<file path="src/rtl/ladybird_pkg.sv">
// Shared types and constants for the ladybird stream FIFO family.
// The FIFO operation for a cycle is encoded as {write, read}.
package ladybird_pkg;

    typedef enum logic [1:0] {
        FIFO_IDLE = 2'b00,
        FIFO_R    = 2'b01,
        FIFO_W    = 2'b10,
        FIFO_WR   = 2'b11
    } fifo_op_t;

    localparam int DROP_CNT_W = 16;

endpackage

</file>
<file path="src/rtl/ladybird_fifo_ctrl.sv">
// Bookkeeping for the level FIFO: pointers, occupancy, full, level flags and the
// saturating drop counter. All outputs come straight from registers.
module ladybird_fifo_ctrl
    import ladybird_pkg::*;
#(
    parameter int FIFO_DEPTH_W = 5,
    parameter int AF_LEVEL     = 28,
    parameter int AE_LEVEL     = 4
) (
    input  logic                    clk,
    input  logic                    nrst,
    input  fifo_op_t                op,
    input  logic                    flush,
    input  logic                    drop_req,
    output logic [FIFO_DEPTH_W-1:0] wr_ptr,
    output logic [FIFO_DEPTH_W-1:0] rd_ptr,
    output logic [FIFO_DEPTH_W:0]   count,
    output logic                    full,
    output logic                    almost_full,
    output logic                    almost_empty,
    output logic [DROP_CNT_W-1:0]   drop_cnt
);

    localparam int CW = FIFO_DEPTH_W + 1;
    localparam logic [CW-1:0]           DEPTH_C  = CW'(1 << FIFO_DEPTH_W);
    localparam logic [CW-1:0]           AF_C     = CW'(AF_LEVEL);
    localparam logic [CW-1:0]           AE_C     = CW'(AE_LEVEL);
    localparam logic [CW-1:0]           CNT_ONE  = CW'(1);
    localparam logic [FIFO_DEPTH_W-1:0] PTR_ONE  = FIFO_DEPTH_W'(1);
    localparam logic [DROP_CNT_W-1:0]   DROP_ONE = DROP_CNT_W'(1);

    logic [FIFO_DEPTH_W-1:0] wr_ptr_reg, wr_ptr_next;
    logic [FIFO_DEPTH_W-1:0] rd_ptr_reg, rd_ptr_next;
    logic [CW-1:0]           count_reg, count_next;
    logic                    full_reg, full_next;
    logic                    almost_full_reg, almost_full_next;
    logic                    almost_empty_reg, almost_empty_next;
    logic [DROP_CNT_W-1:0]   drop_cnt_reg, drop_cnt_next;

    always_comb begin
        wr_ptr_next   = wr_ptr_reg;
        rd_ptr_next   = rd_ptr_reg;
        count_next    = count_reg;
        drop_cnt_next = drop_cnt_reg;

        if (flush) begin
            wr_ptr_next = '0;
            rd_ptr_next = '0;
            count_next  = '0;
        end else begin
            case (op)
                FIFO_W: begin
                    wr_ptr_next = wr_ptr_reg + PTR_ONE;
                    count_next  = count_reg + CNT_ONE;
                end
                FIFO_R: begin
                    rd_ptr_next = rd_ptr_reg + PTR_ONE;
                    count_next  = count_reg - CNT_ONE;
                end
                FIFO_WR: begin
                    wr_ptr_next = wr_ptr_reg + PTR_ONE;
                    rd_ptr_next = rd_ptr_reg + PTR_ONE;
                end
                default: begin
                end
            endcase
            if (drop_req && (drop_cnt_reg != '1)) begin
                drop_cnt_next = drop_cnt_reg + DROP_ONE;
            end
        end

        // Flags are taken from the next count so they change on the same edge as count.
        full_next         = (count_next == DEPTH_C);
        almost_full_next  = (count_next >= AF_C);
        almost_empty_next = (count_next <= AE_C);
    end

    always_ff @(posedge clk or negedge nrst) begin
        if (!nrst) begin
            wr_ptr_reg       <= '0;
            rd_ptr_reg       <= '0;
            count_reg        <= '0;
            full_reg         <= 1'b0;
            almost_full_reg  <= 1'b0;
            almost_empty_reg <= 1'b1;
            drop_cnt_reg     <= '0;
        end else begin
            wr_ptr_reg       <= wr_ptr_next;
            rd_ptr_reg       <= rd_ptr_next;
            count_reg        <= count_next;
            full_reg         <= full_next;
            almost_full_reg  <= almost_full_next;
            almost_empty_reg <= almost_empty_next;
            drop_cnt_reg     <= drop_cnt_next;
        end
    end

    assign wr_ptr       = wr_ptr_reg;
    assign rd_ptr       = rd_ptr_reg;
    assign count        = count_reg;
    assign full         = full_reg;
    assign almost_full  = almost_full_reg;
    assign almost_empty = almost_empty_reg;
    assign drop_cnt     = drop_cnt_reg;

endmodule

</file>
<file path="src/rtl/ladybird_level_fifo.sv">
// First-word-fall-through valid/ready FIFO with occupancy, level flags, flush and
// an optional drop-counting mode. Holds the storage array and the handshake logic.
module ladybird_level_fifo
    import ladybird_pkg::*;
#(
    parameter int FIFO_DEPTH_W = 5,
    parameter int DATA_W       = 8,
    parameter int AF_LEVEL     = 28,
    parameter int AE_LEVEL     = 4,
    parameter int DROP_MODE    = 0
) (
    input  logic                  clk,
    input  logic                  nrst,
    input  logic [DATA_W-1:0]     a_data,
    input  logic                  a_valid,
    output logic                  a_ready,
    output logic [DATA_W-1:0]     b_data,
    output logic                  b_valid,
    input  logic                  b_ready,
    input  logic                  flush,
    output logic [FIFO_DEPTH_W:0] count,
    output logic                  almost_full,
    output logic                  almost_empty,
    output logic [DROP_CNT_W-1:0] drop_cnt
);

    localparam int DEPTH = 1 << FIFO_DEPTH_W;

    if (FIFO_DEPTH_W < 1 || FIFO_DEPTH_W > 12) begin : g_bad_depth
        $error("ladybird_level_fifo: FIFO_DEPTH_W=%0d outside 1..12", FIFO_DEPTH_W);
    end
    if (DATA_W < 1) begin : g_bad_width
        $error("ladybird_level_fifo: DATA_W must be at least 1");
    end
    if (AF_LEVEL < 1 || AF_LEVEL > DEPTH) begin : g_bad_af
        $error("ladybird_level_fifo: AF_LEVEL=%0d outside 1..%0d", AF_LEVEL, DEPTH);
    end
    if (AE_LEVEL < 0 || AE_LEVEL >= DEPTH) begin : g_bad_ae
        $error("ladybird_level_fifo: AE_LEVEL=%0d outside 0..%0d", AE_LEVEL, DEPTH - 1);
    end

    logic [FIFO_DEPTH_W-1:0] wr_ptr;
    logic [FIFO_DEPTH_W-1:0] rd_ptr;
    logic                    full;
    logic                    wr_fire;
    logic                    rd_fire;
    logic                    drop_req;
    fifo_op_t                op;

    logic [DATA_W-1:0] mem [DEPTH];

    assign b_valid = (count != '0);
    assign rd_fire = b_valid & b_ready;
    // Gated on the registered full only, so a read in the same cycle never frees a slot early.
    assign wr_fire = a_valid & ~full;
    assign op      = fifo_op_t'({wr_fire, rd_fire});

    if (DROP_MODE != 0) begin : g_drop
        assign a_ready  = 1'b1;
        assign drop_req = a_valid & full & ~flush;
    end else begin : g_lossless
        assign a_ready  = ~full;
        assign drop_req = 1'b0;
    end

    ladybird_fifo_ctrl #(
        .FIFO_DEPTH_W (FIFO_DEPTH_W),
        .AF_LEVEL     (AF_LEVEL),
        .AE_LEVEL     (AE_LEVEL)
    ) u_ctrl (
        .clk          (clk),
        .nrst         (nrst),
        .op           (op),
        .flush        (flush),
        .drop_req     (drop_req),
        .wr_ptr       (wr_ptr),
        .rd_ptr       (rd_ptr),
        .count        (count),
        .full         (full),
        .almost_full  (almost_full),
        .almost_empty (almost_empty),
        .drop_cnt     (drop_cnt)
    );

    // Storage is intentionally left unreset; stale entries are hidden by b_valid.
    always_ff @(posedge clk) begin
        if (wr_fire && !flush) begin
            mem[wr_ptr] <= a_data;
        end
    end

    assign b_data = b_valid ? mem[rd_ptr] : '0;

endmodule

</file>
<file path="config.mk">
export PLATFORM = sky130hd
export DESIGN_NAME = ladybird_level_fifo
export DESIGN_NICKNAME = d
export VERILOG_FILES = /design/src/rtl/ladybird_pkg.sv /design/src/rtl/ladybird_fifo_ctrl.sv /design/src/rtl/ladybird_level_fifo.sv
export SDC_FILE = /design/constraint.sdc
export NUM_CORES = 1
export LEC_CHECK = 0
export ABC_AREA = 1
export BUFFER_PORTS_ARGS = -buffer_cell sky130_fd_sc_hd__buf_2
export CORE_MARGIN = 2
export CORE_UTILIZATION = 66
export CTS_CLUSTER_DIAMETER = 40
export CTS_CLUSTER_SIZE = 24
export DETAILED_ROUTE_END_ITERATION = 12
export GPL_TIMING_DRIVEN = 1
export PLACE_DENSITY = 0.84
export SLEW_MARGIN = 10
export SYNTH_ARGS = -nofsm -noshare
export SYNTH_HDL_FRONTEND = slang
export SYNTH_SLANG_ARGS = --single-unit
</file>
<file path="constraint.sdc">
create_clock -name clk -period 7.4 [get_ports clk]
set_input_delay 1.11 -clock clk [delete_from_list [all_inputs] [get_ports clk]]
set_output_delay 1.11 -clock clk [all_outputs]
set_load 0.01 [all_outputs]
</file>
==> metrics.txt <==
final worst-path cycle share=67.34%; R2R setup slack=4.22 ns; Area contributors post-synth=edfxtp_1 (66%), nor2_1 (7.0%), nand2_1 (4.2%), dfrtp_1 (3.9%), o21ai_0 (3.5%); Pwr Density=338.2 nW/µm²; Critical Path RT=6.29 ns; depth of the CTS H-tree=1; final core utilization=73.78%; critical path peak fanout=79; Post-CTS Setup Inserts=0; CTS Hold Buffers Added=0; Final WS setup=2.417 ns; PortBufs=30; Die Y=136.7 µm; Final GP Congestion=0.8893; Hold Fails Final Rpt=0; Vias=8018; Sinks on Clock Net=275; Clk pin slew, worst setup/hold paths=0.07 ns; row count=48; DR DRC count=0; CTS tree=built; Max-cap violations=0; Hold Path Class=in2async; Ys Warns=0; largest net degree at the start of global routing=90; Data arrival, critical path=3.87 ns; vias in the first global route=7589; chip width=136.7 µm; status=finished clean; setup TNS=0 ns; leakage power=4.548 nW; total wire length=27.89 mm; Vias/cell=6.323; post-route cell area=12720 µm²; post-CTS sizing=0; origin of the critical flop-to-flop path=u_ctrl.count[1]; Slew Limit Fails=0; worst-case reg-to-reg path depth=14; Setup Viol. Count Final=0; Netlist Area Pre-Place=11620 µm²; Core Area=17240 µm²; Clock Latency Late Sink=0.56 ns; cell count after synthesis=1009; first-pass GRT wire length=42.44 mm; placed cell count=1214; Slew HR=29.15%; proportion of layout cells with a drive suffix above 1=9.300%; Setup Skew=0.01691 ns; FMAX=200.7 MHz; Antenna Cells=0; DR iter-0 viols=1300; max reg flops=256; syn avg cell area=11.51 µm²; critical path startpoint category=register; overall routing resource usage=30.85%; antenna violations before repair=0; nets=1041; HPWL Detailed=16.04 mm; Seq/Total Area, Yosys=70.27%; drt wl/cell=21.99 µm; critical setup path kind=reg2out; worst IR drop on VDD=0.0002903 V; Top Ports=47; Worst-Margin Slew=1.063 ns; Synth cell types=30; Pre-antenna DRT Iters=6; Die ar.=18680 µm²; Worst Setup SP=u_ctrl.rd_ptr[0]; grt ovf=0; worst reg2reg endpoint=u_ctrl.almost_full; Routed Antenna Nets=0; Synth area leader=edfxtp_1; Layout area overhead=9.467%; filler cell count=1082; Yosys top cell area share=66.17%; CTS max path bufs=3; commonest cells after routing, fill and taps aside=edfxtp_1 (256), nor2_1 (217), nand2_1 (131); Cell Count, Final, Fillers Out=1268; Initial Util=67.40%; CP endpoint kind=output pin; DP Area=11720 µm²; CTS root buffer=clkbuf_16; pre-CTS setup slack=3.141 ns; Yosys reg bits=275; cts bufs inserted=29; unrepaired setup endpoints after global routing=false; Tmin final=4.983 ns; commonest non-fill, non-tap cell in the layout=edfxtp_1
[synthesized netlist by cell type (all sizes together)]
library cell  instances
nor3                  2
dfrtp                18
nor4                  1
nand2               132
o211ai               21
a21oi                15
o221ai                1
inv                  35
nand3                62
clkbuf               18
conb                  1
edfxtp              256
buf                  50
or2                   3
o21ai               127
ha                    8
xor2                  2
nand4                 2
dfstp                 1
o22ai                36
nor2                218
[worst max-delay path, cell delays in order (launching register included)]
cell      delay [ns]
dfrtp_4         0.71
clkinv_2        0.91
buf_4           0.62
o21ai_0         0.34
o22ai_1         0.12
nand2_1         0.08
nand3_1         0.09
nor2_1          0.15
nor2_1          0.09
buf_2           0.14
[worst max-delay path by stage]
stage,slack (ns),endpoint,cells past startpoint
after CTS,2.49,b_data[5],9
after global placement,3.17,b_data[4],9
final,2.42,b_data[5],9
after floorplan,4.65,u_ctrl.full,13
after detailed placement,3.14,b_data[5],9
after global routing,2.19,b_data[5],9
[cells by family after synthesis]
group	Yosys count	synth area share (%)
other	1	0.03228
and+or+nand+nor	420	14.49
adders and majority gates	8	0.8616
AOI/OAI and AO/OA	200	9.488
buffers and inverters	103	4.706
xor gates and xnor gates	2	0.1508
DFF	275	70.27
[through the flow]
stage	total power, mW	hold WS [ns]
final	4.301	0.5018
after global routing	4.470	0.5156
after CTS	4.282	0.4996
after detailed placement	2.808	0.5984
after global placement	2.770	0.5809
after floorplan	2.525	0.5665
[report_power, final]
part | switching [mW] | internal (mW) | total (mW)
registers | 0.0709 | 1.74 | 1.81
clock network | 0.674 | 0.824 | 1.50
logic | 0.698 | 0.293 | 0.990
total | 1.44 | 2.86 | 4.30
[cell type report]
| class | instances | area, µm² | share of cell area, % |
|---|---|---|---|
| Sequential cell | 275 | 8169 | 64.24 |
| Multi-Input combinational cell | 646 | 2963 | 23.30 |
| Clock buffer | 29 | 725.7 | 5.706 |
| Tap cell | 225 | 281.5 | 2.214 |
| Clock inverter | 25 | 272.8 | 2.145 |
| Timing Repair Buffer | 33 | 172.7 | 1.358 |
| Inverter | 35 | 132.6 | 1.043 |
[layer usage]
layer  track usage, %  routed length [µm]  vias to the layer above
met5                0                   0                        -
met4            11.46                 964                        0
met3            5.630                2838                       85
met2            50.94               13920                      494
met1            41.45               10170                     3873
li1                 -                   -                     3566
(Power assumes the default switching activity.)
